## src/rtl/doppler_spi_master.sv

```systemverilog
// 16-bit mode-0 SPI master with CS setup/hold/idle framing and a 2-FF MISO synchroniser.
// Define DOPPLER_SPIM_LSB_FIRST_EN to shift LSB first (timing unchanged).
module doppler_spi_master #(
  parameter int CLK_DIV  = 4,
  parameter int CS_SETUP = 4,
  parameter int CS_HOLD  = 4,
  parameter int CS_IDLE  = 4
) (
  input  logic        clk,
  input  logic        resetn,
  input  logic        start,
  input  logic [15:0] tx_data,
  output logic        busy,
  output logic        done,
  output logic [15:0] rx_data,
  output logic        spi_sck,
  output logic        spi_cs_n,
  output logic        spi_mosi,
  input  logic        spi_miso
);

  localparam int CW = 16;

  typedef enum logic [2:0] {
    IDLE     = 3'd0,
    LEAD     = 3'd1,
    SHIFT_LO = 3'd2,
    SHIFT_HI = 3'd3,
    LAG      = 3'd4,
    GAP      = 3'd5
  } state_t;

  state_t        state_q, state_d;
  logic [CW-1:0] cnt_q, cnt_d;
  logic [3:0]    bit_q, bit_d;
  logic [15:0]   tx_q, tx_d;
  logic [15:0]   rxsh_q, rxsh_d;
  logic [15:0]   rx_data_q, rx_data_d;
  logic          miso_s1_q, miso_s2_q;
  logic          sck_q, sck_d;
  logic          cs_n_q, cs_n_d;
  logic          mosi_q, mosi_d;
  logic          done_q, done_d;
  logic          phase_last;
  logic          tx_bit;
  logic [15:0]   tx_shifted;
  logic [15:0]   rx_shifted;

`ifdef DOPPLER_SPIM_LSB_FIRST_EN
  assign tx_shifted = {1'b0, tx_q[15:1]};
  assign rx_shifted = {miso_s2_q, rxsh_q[15:1]};
  assign tx_bit     = tx_d[0];
`else
  assign tx_shifted = {tx_q[14:0], 1'b0};
  assign rx_shifted = {rxsh_q[14:0], miso_s2_q};
  assign tx_bit     = tx_d[15];
`endif

  always_comb begin
    phase_last = 1'b0;
    case (state_q)
      LEAD:               phase_last = (cnt_q == CW'(CS_SETUP - 1));
      SHIFT_LO, SHIFT_HI: phase_last = (cnt_q == CW'(CLK_DIV - 1));
      LAG:                phase_last = (cnt_q == CW'(CS_HOLD - 1));
      GAP:                phase_last = (cnt_q == CW'(CS_IDLE - 1));
      default:            phase_last = 1'b0;
    endcase
  end

  always_comb begin
    state_d   = state_q;
    cnt_d     = cnt_q + CW'(1);
    bit_d     = bit_q;
    tx_d      = tx_q;
    rxsh_d    = rxsh_q;
    rx_data_d = rx_data_q;
    done_d    = 1'b0;
    case (state_q)
      IDLE: begin
        cnt_d = '0;
        if (start) begin
          state_d = LEAD;
          tx_d    = tx_data;
          bit_d   = 4'd15;
          rxsh_d  = '0;
        end
      end
      LEAD: begin
        if (phase_last) begin
          state_d = SHIFT_LO;
          cnt_d   = '0;
        end
      end
      SHIFT_LO: begin
        // MISO is captured on the same edge that raises SCK.
        if (phase_last) begin
          state_d = SHIFT_HI;
          cnt_d   = '0;
          rxsh_d  = rx_shifted;
        end
      end
      SHIFT_HI: begin
        if (phase_last) begin
          cnt_d = '0;
          if (bit_q == 4'd0) begin
            state_d = LAG;
          end else begin
            state_d = SHIFT_LO;
            bit_d   = bit_q - 4'd1;
            tx_d    = tx_shifted;
          end
        end
      end
      LAG: begin
        if (phase_last) begin
          state_d   = GAP;
          cnt_d     = '0;
          rx_data_d = rxsh_q;
          done_d    = 1'b1;
        end
      end
      GAP: begin
        if (phase_last) begin
          state_d = IDLE;
          cnt_d   = '0;
        end
      end
      default: begin
        state_d = IDLE;
        cnt_d   = '0;
      end
    endcase
  end

  // Pin outputs are registered from the next state so they are glitch-free.
  always_comb begin
    sck_d  = (state_d == SHIFT_HI);
    cs_n_d = (state_d == IDLE) || (state_d == GAP);
    mosi_d = 1'b0;
    if ((state_d == LEAD) || (state_d == SHIFT_LO) ||
        (state_d == SHIFT_HI) || (state_d == LAG)) begin
      mosi_d = tx_bit;
    end
  end

  always_ff @(posedge clk or negedge resetn) begin
    if (!resetn) begin
      state_q   <= IDLE;
      cnt_q     <= '0;
      bit_q     <= '0;
      tx_q      <= '0;
      rxsh_q    <= '0;
      rx_data_q <= '0;
      miso_s1_q <= 1'b0;
      miso_s2_q <= 1'b0;
      sck_q     <= 1'b0;
      cs_n_q    <= 1'b1;
      mosi_q    <= 1'b0;
      done_q    <= 1'b0;
    end else begin
      state_q   <= state_d;
      cnt_q     <= cnt_d;
      bit_q     <= bit_d;
      tx_q      <= tx_d;
      rxsh_q    <= rxsh_d;
      rx_data_q <= rx_data_d;
      miso_s1_q <= spi_miso;
      miso_s2_q <= miso_s1_q;
      sck_q     <= sck_d;
      cs_n_q    <= cs_n_d;
      mosi_q    <= mosi_d;
      done_q    <= done_d;
    end
  end

  assign busy     = (state_q != IDLE);
  assign done     = done_q;
  assign rx_data  = rx_data_q;
  assign spi_sck  = sck_q;
  assign spi_cs_n = cs_n_q;
  assign spi_mosi = mosi_q;

endmodule

```

## config.mk

```make
export PLATFORM = sky130hd
export DESIGN_NAME = doppler_spi_master
export DESIGN_NICKNAME = d
export VERILOG_FILES = /design/src/rtl/doppler_spi_master.sv
export SDC_FILE = /design/constraint.sdc
export NUM_CORES = 1
export LEC_CHECK = 0
export CAP_MARGIN = 20
export CORE_MARGIN = 1.5
export CORE_UTILIZATION = 48
export DETAILED_ROUTE_END_ITERATION = 7
export PLACE_DENSITY = 0.78
export SYNTH_ARGS = -nofsm -noshare
export SYNTH_HDL_FRONTEND = slang
export SYNTH_SLANG_ARGS = --single-unit
```

## constraint.sdc

```tcl
create_clock -name clk -period 5.22 [get_ports clk]
set_input_delay 1.044 -clock clk [delete_from_list [all_inputs] [get_ports clk]]
set_output_delay 1.044 -clock clk [all_outputs]
set_load 0.005 [all_outputs]
```

### Word-level counts from Yosys, hierarchy flattened

Index checks and enable logic that the tools add are counted.

* equal/unequal tests: 15
* reduce and logical (&&, ||, !) cells: 14
* $add $sub $neg: 2
* mux-type cells: 25

Operator list (count)
* $mux 16: 7
* $pmux 16 s2: 2
* $mux 3: 7
* $pmux 3 s6: 1
* $add 16x1->16 const B: 1
* $eq 16x2->1 const B: 1
* $eq 3x2->1 const B: 4
* $eq 3x3->1 const B: 4
* $mux 4: 3
* $ne 2x2->1 const B: 4
* $pmux 4 s2: 1
* $eq 3x1->1 const B: 2
* $logic_not 3->1: 2
* $reduce_or 5->1: 1
* $logic_not 4->1: 1
* $logic_or 1x1->1: 4
* $mux 1: 4
* $reduce_and 4->1: 1
* $reduce_bool 2->1: 2
* $sub 4x1->4 const B: 1
* $reduce_and 3->1: 1
* $reduce_bool 3->1: 1
* $reduce_and 2->1: 1

* logic and storage cells: 69
* flip-flop bits (word level): 77
* output and inout port bits: 21

### Logic depth before layout (Yosys ltp)

* word-level depth: 10
* depth in mapped cells: 10
* depth with buffers taken out: 8

### Least setup slack after synthesis

No wires, ideal clock.

* path type: input to register
* start point: in start
* end point: reg mosi_q, in the netlist spi_mosi
* arrival time: 2.077 ns
* path slack: 3.070 ns
* setup time: 0.073 ns
* stages on the path: 5
* required time: 5.147 ns
* cell sequence: and3_1 clkbuf_1 nor3_2 mux2_4 a21oi_2

* cells in the longest elaborated chain, start to end: 7
* elaborated cells on any way between the ends: 12
* those cells by class: eq/ne: 4; mux: 5; reduce/logical: 3

RTL lines
* from (decl): line 11 `input logic start,`
* $mux 3: line 81 `if (start) begin`
* $pmux 3 s6: line 78 `case (state_q)`
* $eq 3x1->1 / $eq 3x2->1 (equally long branches): line 140 `if ((state_d == LEAD) || (state_d == SHIFT_LO) ||`
* $logic_or 1x1->1 (2 in series): line 140
* $logic_or 1x1->1: line 141 `(state_d == SHIFT_HI) || (state_d == LAG)) begin`
* $mux 1 *: line 140
* via mosi_d: line 42 `logic mosi_q, mosi_d;`
* to (signal assigned): line 171 `mosi_q <= mosi_d;`
* to (decl): line 42

The timed path passes the listed nets; every way through them passes the cells marked *. The select of a mux whose other input is x is not followed.
A chain may end at the register's enable or synchronous reset.

### Worst setup path after layout

* start point: reg state_q[0]
* end point: out busy

* cells in the longest elaborated chain, start to end: 1

RTL lines
* from (decl): line 33 `state_t state_q, state_d;`
* from (signal assigned): line 161 `state_q <= state_d;`
* $reduce_bool 3->1: line 176 `assign busy = (state_q != IDLE);`
* to (decl): line 13 `output logic busy,`

Every way passes these cells.

==> out/results.tsv <==
stage	metric	value	unit
run_status	status	finished, final reports clean	
route	dr.first_iter.drc_count	173	
die	dieWidth	87.4	microns
yosys	synthSimpleGateAreaFrac	19.0	%
worst_hold_path	min_path_cells	0	
die	rows	30	
final_layout	drive_gt1_share	15.1	%
yosys	ys_seq_area_share	56.3	%
place	place_congestion	0.834	
route	wl	5.77	mm
yosys	syn-num-nets	348	
die	start_util	50.1	%
route	wl_per_cell	12.5	microns
pwr	vdd_ir_drop_max	198	uV
final_layout	nets	383	
place	dp.cells	443	
critical_path	crit_path_end_kind	output pin	
grt	grt_max_degree	78	
critical_path	slowest_stage	dfrtp_1	
route	viasPerCell	5.15	
critical_path	reg2reg_to	spi_mosi	
clock_tree	root_buffer	clkbuf_8	
timing	worst_slew_pin_slew	0.956	ns
critical_path	crit_required	4.18	ns
route	drc_errors	0	
clock_tree	cts_tree	done	
yosys	synth-async-reset-ratio	100	%
clock_tree	cts_made_buffers	9	
clock_tree	clk_path_buf_depth	2	
yosys	synth_seq_cells	77	
critical_path	worstSetupPathType	register to output pin	
yosys	synth_fa_ha_area_share	1.10	%
place	hpwl	3.79	mm
grt	grt_pass1_wl	10.1	mm
final_layout	nFillCells	587	
clock_tree	insertion_delay	0.34	ns
grt	grt.total_usage	17.0	%
yosys	ys_warn_count	0	
yosys	synth_compound_area_share	9.95	%
worst_hold_path	min_to	miso_s2_q	
grt	grt.overflow.total	0	
yosys	ys_types	50	
pwr	finalPower	0.00172	W
clock_tree	cts.clk_slew.worst_paths	0.08	ns
worst_hold_path	worstHoldStart	miso_s1_q	
die	coreArea	6830	sq um
timing	relSlewSlack	36.3	%
pwr	powerDensity	419	nW/um^2
final_layout	final_core_util	60.1	%
route	drtPass1Iterations	4	
die	ios	41	
critical_path	crit_family	buffers and inverters	
timing	finalSetupViolCount	0	
die	dieHeight	87.4	microns
critical_path	path_buf_inv	2	
final_layout	layout_common_cells	76 x dfrtp_1, 72 x nand2_1, 39 x clkdlybuf4s50_1	
critical_path	path_cells	inv_1 -> nand2_1 -> clkdlybuf4s50_1	
yosys	muxShareOfSynthArea	6.00	%
critical_path	path_max_fanout	12	
critical_path	timing.rr.start	cnt_q[0]	
critical_path	setup.worst_path.start	state_q[0]	
timing	clock-skew-final	0.00846	ns
route	maxUsedRoutingLayer	met4	
timing	slew_violations	0	
timing	hold_viol	0	
route	met1Wirelength	2.75	mm
timing	post-route-period-util	52.5	%
yosys	syn-cell-area	3420	sq um
critical_path	critPathArrivalTime	1.70	ns
route	ant_nets	0	
final_layout	diodes	0	
final_layout	syn2layout_area_growth	19.9	%
route	wl_met3	155	microns
yosys	syn_inst	325	
route	wl_met2	2.70	mm
clock_tree	clock-sinks	77	
yosys	synth.avg_cell_area	10.5	sq um
critical_path	slowest_delay	0.60	ns
run	drv_cap	0	
critical_path	worstSetupStartpointType	register	
pwr	leakage	1.84	nW
final_layout	seq_area	1930	sq um
route	vias	2376	
worst_hold_path	hold_path.class	register to register	
timing	max_freq	365	MHz
yosys	synth_edf_count	0	
yosys	synth_top_family_by_area	simple AND/OR/NAND/NOR gates	
final_layout	layout_commonest_cell	dfrtp_1	
critical_path	ff2ff_setup_slack	2.80	ns
grt	antenna_found_initial	0	
clock_tree	htreeDepth	3	
timing	grt_setup_unrepaired	false	
timing	final.setup.tns	0	ns
clock_tree	post_cts_buffers	0	
final_layout	multi_input_area	1360	sq um
clock_tree	postCtsHoldBufs	0	
die	die_area	7640	sq um
final_layout	stdcell_count	461	
grt	grt_pass1_vias	2242	
clock_tree	cts-resized-gates	0	
place	io_buffers	40	
yosys	synth_xor_xnor_area_share	3.58	%
critical_path	rr_worst_depth	7	
yosys	synthFlopType	dfrtp_1	
timing	finalCriticalPeriod	2.74	ns
==> layout make-up <==
cell class	instances	share of cell area [%]
clock buffers	10	3.35
clock inverters	6	2.68
inverters	7	0.640
multi-input cells	223	33.2
flip-flops and latches	77	47.0
well taps	96	2.93
repair buffers	42	10.2
==> per-stage QoR <==
step / setup WS (ns) / area, sq um / hold slack (ns)
finish: 2.48 / 4100 / 0.352
global route: 2.39 / 4100 / 0.375
CTS: 2.12 / 4080 / 0.355
detailed placement: 1.74 / 3840 / 0.337
global placement: 1.85 / 3840 / 0.338
floorplan: 3.07 / 3420 / 0.331
==> Yosys cell counts, types with 2 or more instances <==
master,number,area share (%)
inv_1,7,0.77
or2_2,3,0.55
nor2_1,22,2.4
and4_2,2,0.59
a21oi_2,2,0.51
o21ai_0,20,2.9
clkbuf_1,8,0.88
nor3_1,6,0.88
a22oi_1,14,3.1
nand2_1,72,7.9
nand2b_1,3,0.55
xor2_1,9,2.3
nand3_1,5,0.73
buf_4,2,0.44
xnor2_1,5,1.3
nand4_1,3,0.55
or3_1,2,0.37
mux2_2,15,4.9
nor4_1,3,0.55
buf_2,5,0.73
dfrtp_1,76,56
and3_1,2,0.37
ha_1,3,1.1
a211oi_1,2,0.44
a21oi_1,8,1.2
and3_2,2,0.44
==> worst reg2reg max path, delay by kind of cell, from the launching register on <==
kind,cells,cell delay [ns]
AO/OA/AOI/OAI,2,0.25
flip-flops,1,0.43
AND/OR/NAND/NOR,4,1.34
adder cells (fa/ha/maj),1,0.28
==> layer usage <==
metal	vias up	track usage [%]
li1	1176	-
met1	1153	22.9
met2	37	25.5
met3	10	4.36
met4	0	8.66
met5	-	0
==> how the worst max path moves through the flow <==
stage	endpoint	slack [ns]	cells after the start
after floorplan	spi_mosi	3.07	5
after global placement	rxsh_q[15]	1.85	4
after detailed placement	rxsh_q[15]	1.74	4
after CTS	rxsh_q[15]	2.12	4
after global routing	spi_mosi	2.39	5
final	busy	2.48	3
==> flip-flops by register name, indices dropped and copies added (netlist names) <==
name       count
miso_s2_q      1
rx_data       16
cnt_q         16
tx_q          16
rxsh_q        16
spi_cs_n       1
state_q        3
spi_mosi       1
spi_sck        1
done           1
miso_s1_q      1
bit_q          4
==> cells by family (layout without fill, tap and decap cells) <==
family	Yosys count	count (layout)
compound gates	53	53
simple gates	135	135
buf+inv	25	65
mux	18	18
fa+ha+maj	3	3
xor+xnor	14	14
flops	77	77
==> power breakdown <==
| group | internal [W] | total (W) | leakage [nW] | switching, W |
|---|---|---|---|---|
| clock network | 0.000330 | 0.000543 | 0.119 | 0.000213 |
| registers | 0.000696 | 0.000774 | 1.01 | 0.0000778 |
| logic | 0.000170 | 0.000401 | 0.707 | 0.000231 |
Note: power is estimated with default switching activity, not from simulation.
